**src/rtl/tick_sched_pkg.sv**
```systemverilog
// Shared types and default constants for the run/pause/single-step tick scheduler.
package tick_sched_pkg;

   // Controller state; 2'b11 is never entered and is treated as IDLE.
   typedef enum logic [1:0] {
      IDLE = 2'b00,
      RUN  = 2'b01,
      STEP = 2'b10
   } state_t;

   // Default divider width, tick periods (in clk cycles) and tick counter width.
   localparam int DIV_W_DEF = 28;
   localparam int DIV0_DEF  = 62_500_000;
   localparam int DIV1_DEF  = 31_250_000;
   localparam int DIV2_DEF  = 12_500_000;
   localparam int DIV3_DEF  = 6_250_000;
   localparam int CNT_W_DEF = 16;

   // A period must be at least 2 (so RUN ticks never touch) and fit the divider.
   function automatic bit div_ok(input longint d, input int w);
      return (d >= 64'sd2) && (d < (64'sd1 <<< w));
   endfunction

endpackage

```
**src/rtl/tick_sched_if.sv**
```systemverilog
// Control/status bundle between the board-side controls and the tick scheduler.
interface tick_sched_if #(
   parameter int CNT_W = tick_sched_pkg::CNT_W_DEF
) ();
   logic             run_req;
   logic             step_req;
   logic [1:0]       speed;
   logic             tick;
   logic             busy;
   logic [1:0]       state_o;
   logic [CNT_W-1:0] tick_count;

   // Driver of the control levels (switches/buttons side).
   modport master (
      output run_req, step_req, speed,
      input  tick, busy, state_o, tick_count
   );

   // The scheduler itself.
   modport slave (
      input  run_req, step_req, speed,
      output tick, busy, state_o, tick_count
   );
endinterface

```
**src/rtl/tick_div.sv**
```systemverilog
// Loadable period divider: counts 0..term-1 while enabled and flags the last count.
module tick_div
   import tick_sched_pkg::*;
#(
   parameter int DIV_W = DIV_W_DEF
) (
   input  logic             clk,
   input  logic             rst,
   input  logic             clr,
   input  logic             en,
   input  logic [DIV_W-1:0] term,
   output logic             wrap,
   output logic [DIV_W-1:0] count
);
   logic [DIV_W-1:0] count_q;
   logic [DIV_W-1:0] count_d;

   // Last count of the current period, only meaningful while counting.
   assign wrap  = en && (count_q == (term - DIV_W'(1)));
   assign count = count_q;

   // Next count: clear wins, wrap restarts the period, otherwise advance.
   always_comb begin
      count_d = count_q;
      if (clr) begin
         count_d = '0;
      end else if (en) begin
         count_d = wrap ? '0 : count_q + DIV_W'(1);
      end
   end

   // Counter register.
   always_ff @(posedge clk) begin
      if (rst) begin
         count_q <= '0;
      end else begin
         count_q <= count_d;
      end
   end
endmodule

```
**src/rtl/tick_sched.sv**
```systemverilog
// Run/pause/single-step controller producing the one-cycle clock-enable tick.
module tick_sched
   import tick_sched_pkg::*;
#(
   parameter int DIV_W = DIV_W_DEF,
   parameter int DIV0  = DIV0_DEF,
   parameter int DIV1  = DIV1_DEF,
   parameter int DIV2  = DIV2_DEF,
   parameter int DIV3  = DIV3_DEF,
   parameter int CNT_W = CNT_W_DEF
) (
   input logic          clk,
   input logic          rst,
   tick_sched_if.slave  bus
);
   // Reject unusable periods at elaboration time.
   if (!div_ok(DIV0, DIV_W) || !div_ok(DIV1, DIV_W) ||
       !div_ok(DIV2, DIV_W) || !div_ok(DIV3, DIV_W)) begin : g_bad_div
      $error("tick_sched: every DIVn must be >= 2 and < 2**DIV_W");
   end

   state_t           state_q, state_d;
   logic [DIV_W-1:0] term_q, term_d;
   logic [DIV_W-1:0] term_sel;
   logic             tick_q, tick_d;
   logic             busy_q;
   logic [CNT_W-1:0] tcnt_q;
   logic             div_clr, div_en, div_wrap;
   logic [DIV_W-1:0] div_count;

   // Period for the currently selected speed.
   always_comb begin
      term_sel = DIV_W'(DIV0);
      case (bus.speed)
         2'd0: term_sel = DIV_W'(DIV0);
         2'd1: term_sel = DIV_W'(DIV1);
         2'd2: term_sel = DIV_W'(DIV2);
         2'd3: term_sel = DIV_W'(DIV3);
         default: term_sel = DIV_W'(DIV0);
      endcase
   end

   // The divider only runs while in RUN with run still requested; anything else parks it at 0.
   assign div_en  = (state_q == RUN) && bus.run_req;
   assign div_clr = !div_en;

   tick_div #(.DIV_W(DIV_W)) u_div (
      .clk   (clk),
      .rst   (rst),
      .clr   (div_clr),
      .en    (div_en),
      .term  (term_q),
      .wrap  (div_wrap),
      .count (div_count)
   );

   // Next state, period latch and tick request.
   always_comb begin
      state_d = state_q;
      term_d  = term_q;
      tick_d  = 1'b0;
      case (state_q)
         RUN: begin
            // Leaving RUN beats a coincident wrap, so no tick on the way out.
            if (!bus.run_req) begin
               state_d = IDLE;
            end else if (div_wrap) begin
               tick_d = 1'b1;
               term_d = term_sel;   // new speed takes effect only at a period boundary
            end
         end
         STEP: begin
            // One tick per press: wait here until the button is released.
            if (!bus.step_req) begin
               state_d = IDLE;
            end
         end
         default: begin
            // IDLE (and the unused encoding): track the speed, run beats step.
            term_d = term_sel;
            if (bus.run_req) begin
               state_d = RUN;
            end else if (bus.step_req) begin
               state_d = STEP;
               tick_d  = 1'b1;
            end
         end
      endcase
   end

   // State, period, tick, busy and tick counter registers.
   always_ff @(posedge clk) begin
      if (rst) begin
         state_q <= IDLE;
         term_q  <= DIV_W'(DIV0);
         tick_q  <= 1'b0;
         busy_q  <= 1'b0;
         tcnt_q  <= '0;
      end else begin
         state_q <= state_d;
         term_q  <= term_d;
         tick_q  <= tick_d;
         busy_q  <= (state_d != IDLE);
         if (tick_d) begin
            tcnt_q <= tcnt_q + CNT_W'(1);
         end
      end
   end

   // The running divider never reaches its period.
   a_count_in_range: assert property (@(posedge clk) disable iff (rst)
      (state_q == RUN) |-> (div_count < term_q));

   assign bus.tick       = tick_q;
   assign bus.busy       = busy_q;
   assign bus.state_o    = state_q;
   assign bus.tick_count = tcnt_q;
endmodule

```
**src/flat_wrapper.sv**
```systemverilog
// flat-port wrapper written by rule: the top's interface ports become plain ports
module tick_sched_flat import tick_sched_pkg::*;
#(
   parameter int DIV_W = DIV_W_DEF,
   parameter int DIV0  = DIV0_DEF,
   parameter int DIV1  = DIV1_DEF,
   parameter int DIV2  = DIV2_DEF,
   parameter int DIV3  = DIV3_DEF,
   parameter int CNT_W = CNT_W_DEF
)
  (clk, rst, bus_run_req, bus_step_req, bus_speed, bus_tick, bus_busy, bus_state_o, bus_tick_count);
  tick_sched_if #(.CNT_W(CNT_W)) bus_i ();
  input logic clk;
  input logic rst;
  input wire logic [$bits(bus_i.run_req)-1:0] bus_run_req;
  input wire logic [$bits(bus_i.step_req)-1:0] bus_step_req;
  input wire logic [$bits(bus_i.speed)-1:0] bus_speed;
  output wire logic [$bits(bus_i.tick)-1:0] bus_tick;
  output wire logic [$bits(bus_i.busy)-1:0] bus_busy;
  output wire logic [$bits(bus_i.state_o)-1:0] bus_state_o;
  output wire logic [$bits(bus_i.tick_count)-1:0] bus_tick_count;
  assign bus_i.run_req = bus_run_req;
  assign bus_i.step_req = bus_step_req;
  assign bus_i.speed = bus_speed;
  assign bus_tick = bus_i.tick;
  assign bus_busy = bus_i.busy;
  assign bus_state_o = bus_i.state_o;
  assign bus_tick_count = bus_i.tick_count;
  tick_sched #(.DIV_W(DIV_W), .DIV0(DIV0), .DIV1(DIV1), .DIV2(DIV2), .DIV3(DIV3), .CNT_W(CNT_W)) u_core (.clk(clk), .rst(rst), .bus(bus_i));
endmodule
```
**config.mk**
```make
export PLATFORM = sky130hd
export DESIGN_NAME = tick_sched_flat
export DESIGN_NICKNAME = d
export VERILOG_FILES = /design/src/rtl/tick_sched_pkg.sv /design/src/rtl/tick_sched_if.sv /design/src/rtl/tick_div.sv /design/src/rtl/tick_sched.sv /design/src/flat_wrapper.sv
export SDC_FILE = /design/constraint.sdc
export NUM_CORES = 1
export LEC_CHECK = 0
export BUFFER_PORTS_ARGS = -buffer_cell sky130_fd_sc_hd__buf_4
export CORE_ASPECT_RATIO = 1.25
export CORE_MARGIN = 3
export CORE_UTILIZATION = 45
export CTS_CLUSTER_DIAMETER = 200
export CTS_CLUSTER_SIZE = 8
export DETAILED_ROUTE_END_ITERATION = 10
export PLACE_DENSITY = 0.7
export SLEW_MARGIN = 20
export SYNTH_ARGS = -nofsm -noshare
export SYNTH_HDL_FRONTEND = slang
export SYNTH_HIERARCHICAL = 1
export SYNTH_SLANG_ARGS = --single-unit
```
**constraint.sdc**
```tcl
create_clock -name clk -period 3.66 [get_ports clk]
set_input_delay 0.366 -clock clk [delete_from_list [all_inputs] [get_ports clk]]
set_output_delay 0.366 -clock clk [all_outputs]
set_load 0.01 [all_outputs]
```
==> flow_summary_export.csv <==
group,metric,value,unit
worst_setup_path,crit_start,"u_core/term_q[6]$_SDFFE_PP0P_",
global_routing,grt_antenna_before_repair,0,
layout,drive_gt1_share,14.77,%
timing,slew_headroom,49.44,%
clock_network,cts_sinks,58,
pwr,p_comb_share,15.4,%
worst_setup_path,path_cells,"or4_1 -> nor4_1 -> o22ai_1 -> a211oi_1 -> nand4_1 -> a2111o_1 -> nor2_2 -> nand4b_4 -> a211oi_4 -> nand3_1 -> mux2_2",
synth,synth_seq_cells,58,
worst_setup_path,crit_required,3890,ps
timing,setup_viol,0,
timing,rsz0062_at_grt,"false",
worst_setup_path,cp_slowest_cell,"or4_1",
layout,syn_to_final_growth,16.45,%
global_routing,grt_pass1_vias,3155,
timing,min_period,3400,ps
synth,synthAdderAreaFrac,3.949,%
timing,fin_skew,9.132,ps
synth,yosysTopAreaCell,"dfxtp_1",
layout,antenna_cells,0,
die,start_util,47.43,%
pwr,p_seq_share,47.7,%
timing,slew_viol_final,0,
synth,ys_top_cells_by_area,"dfxtp_1, xnor2_1, xor2_1, nor2_1, ha_1",
layout,finalNetCount,541,
placed_design,dp.final_hpwl,6.285,mm
run,maxCapViolations,0,
routing,drc,0,
pwr,switchingPower,405.2,uW
worst_setup_path,crit_arrival,3630,ps
worst_setup_path,cp.buffers_inverters,0,
timing,max_freq,0.2941,GHz
synth,ys.flop_type,"dfxtp_1",
pwr,pwr-share-clk,36.9,%
global_routing,grt.overflow.total,0,
synth,synth_compound_area_share,12.83,%
routing,wl_per_cell,13.64,um
worst_setup_path,cp_max_fo,6,
synth,synth_edf_count,0,
placed_design,dpl_cell_area,4229,sq um
die,dieArea,9596,sq um
pwr,total_power,1.406,mW
layout,final_common_cell,"nor2_1",
worst_setup_path,crit_path_max_incr_delay,550,ps
synth,syn_inst,453,
synth,avgSynthCellArea,8.394,sq um
routing,wl,8.495,mm
clock_network,cts-htree-levels,3,
clock_network,cts_tree,"built",
synth,ys_warn_count,6,
layout,fin_area,4428,sq um
global_routing,grt_first_pass_wirelength,14.42,mm
placed_design,gp_congestion,0.8490,
synth,synth_xor_area_share,15.66,%
worst_setup_path,cp-endpoint,"u_core/bus.tick_count[12]$_SDFFE_PP0P_",
pwr,power_leakage,1.712,nW
worst_setup_path,critPathTopFamily,"simple AND/OR/NAND/NOR gates",
die,die_h,108.8,um
timing,finalCritPeriodShare,92.91,%
pwr,internal_power,1.000,mW
pwr,p_sw_share,28.83,%
placed_design,port_buffers,25,
worst_setup_path,path_class,"reg -> reg",
worst_setup_path,cp_num_cells,11,
clock_network,cts_inserted_buffers,9,
layout,final_cell_mix,"nor2_1, dfxtp_1, conb_1",
synth,ys_async_sr_fraction,0,%
outcome,status,"finished clean",
layout,final_util,55.23,%
routing,via_per_inst,5.356,
routing,antenna_left,0,
clock_network,root_buffer,"clkbuf_8",
routing,drt_iter0_drc,258,
clock_network,clk_pin_slew,70,ps
global_routing,grtUsageTotal,18.84,%
routing,first_pass_iters,4,
synth,ys_seq_area_share,30.54,%
clock_network,insertion_delay,340,ps
pwr,worst_ir_drop_vdd,0.0001832,V
worst_setup_path,r2r_start,"u_core/term_q[6]$_SDFFE_PP0P_",
routing,vias,3337,
worst_setup_path,reg2regPathDepth,11,
die,ioPinCount,26,
pwr,powerDensity,317.4,nW/um^2
die,fp-row-count,36,
synth,synth_top_family_by_area,"simple AND/OR/NAND/NOR gates",
worst_setup_path,r2r_slack,260,ps
clock_network,clk_path_buf_depth,2,
timing,tightestPinTransition,755.5,ps
synth,muxShareOfSynthArea,1.711,%
global_routing,grt_max_degree,36,
worst_setup_path,crit_path_start_kind,"register",
die,core,8018,sq um
worst_setup_path,r2r-end,"u_core/bus.tick_count[12]$_SDFFE_PP0P_",
worst_setup_path,crit_path_end_kind,"register",
timing,hold_violations,0,
synth,synthSimpleGateAreaFrac,31.46,%
min_path,min_path_type,"in -> reg",
die,chipWidth,88.22,um
timing,setup_tns,0,ps
clock_network,ctsHoldBuffers,0,
synth,synth.distinct_cells,62,
synth,mappedNetlistArea,3802,sq um
synth,synth_top_cell_area_share,30.54,%
worst min path at each step:
stage | start | to | cells after the start
after global routing | bus_step_req | u_core/bus.state_o[1]$_SDFF_PP0_ | 3
after CTS | bus_step_req | u_core/bus.state_o[1]$_SDFF_PP0_ | 3
after global placement | u_core/bus.tick_count[1]$_SDFFE_PP0P_ | u_core/bus.tick_count[1]$_SDFFE_PP0P_ | 2
after detailed placement | u_core/bus.tick_count[1]$_SDFFE_PP0P_ | u_core/bus.tick_count[1]$_SDFFE_PP0P_ | 2
final | bus_step_req | u_core/bus.state_o[1]$_SDFF_PP0_ | 3
after floorplan | u_core/term_q[17]$_SDFFE_PP0P_ | u_core/term_q[17]$_SDFFE_PP0P_ | 2
area by class of cell:
type / instances / area, sq um
clock buffer: 11 / 141.4
tap: 95 / 118.9
sequential: 58 / 1161
timing repair buffer: 35 / 262.8
fill: 743 / 3590
multi-input combinational: 406 / 2665
inverter: 13 / 48.80
clock inverter: 5 / 30.03
per-layer routing:
layer | share of wire [%] | track usage, % | vias up
li1 | - | - | 1710
met5 | 0 | 0 | -
met1 | 44 | 23.26 | 1550
met3 | 4.0 | 3.704 | 17
met2 | 49 | 31.87 | 60
met4 | 2.6 | 7.451 | 0
sequential cells by signal, summed over array words and instances (netlist names):
| name | flops |
|---|---|
| u_core/bus.busy | 1 |
| u_core/u_div/count | 28 |
| u_core/bus.tick_count | 16 |
| u_core/term_q | 10 |
| u_core/bus.state_o | 2 |
| u_core/bus.tick | 1 |
synthesized netlist by cell type (2+ instances only):
master     number
dfxtp_1        58
nor4_1          9
and4_1          6
a31oi_1         3
o21ai_0         7
buf_6           5
a21boi_0        3
a21o_1          3
nand3b_1        7
nand4_1        18
inv_1          13
nand2_1        25
o21bai_1        4
a31o_2          3
o211ai_1        2
mux2_2          4
and3_1         10
nor2b_1         9
o31ai_1         3
a211o_1         4
xor2_1         31
nor3_1         14
nor2_1         65
nand2b_1        9
nand3_1        19
a211oi_2        2
clkbuf_1        9
conb_1          2
nand4b_1        2
ha_1           12
or2_2           2
a2111oi_2       2
and3b_1         2
mux2i_1         2
a211oi_1        3
or3_1           3
a21oi_1        16
or4_1           2
xnor2_1        37
worst register-to-register path, stage by stage, from the launching register on:
cell      delay [ps]
dfxtp_1          360
or4_1            550
nor4_1           260
o22ai_1          110
a211oi_1         180
nand4_1          120
a2111o_1         500
nor2_2           220
nand4b_4         200
a211oi_4         400
nand3_1          130
mux2_2           270
power groups by stage:
stage          Combinational [mW]  Sequential (mW)  Clock [mW]
2_1_floorplan               0.142            0.694           0
4_1_cts                     0.213            0.670       0.541
3_5_place_dp                0.212            0.685           0
6_report                    0.216            0.670       0.519
3_3_place_gp                0.209            0.684           0
5_1_grt                     0.244            0.673       0.572
metrics by stage:
step / hold WS (ps) / std cells / setup WS [ps]
2_1_floorplan: 487.8 / 491 / 367.9
3_3_place_gp: 508.2 / 606 / 181.4
3_5_place_dp: 504.9 / 606 / 119.3
4_1_cts: 328.5 / 622 / 97.58
5_1_grt: 355.2 / 623 / 94.80
6_report: 348.6 / 623 / 259.5
cells by family after synthesis:
logic type / after synthesis
AO/OA/AOI/OAI: 65
XOR/XNOR: 68
adder cells (fa/ha/maj): 12
buffers and inverters: 27
flip-flops: 58
multiplexers: 6
other: 2
AND/OR/NAND/NOR: 215
timing repair:
action / 4_1_cts / 5_1_grt
hold endpoints to repair: 0 / 0
setup buffers: 0 / 1
gates resized for setup: 0 / 4
endpoints found under the setup margin: 0 / 9
(Power assumes the default switching activity.)
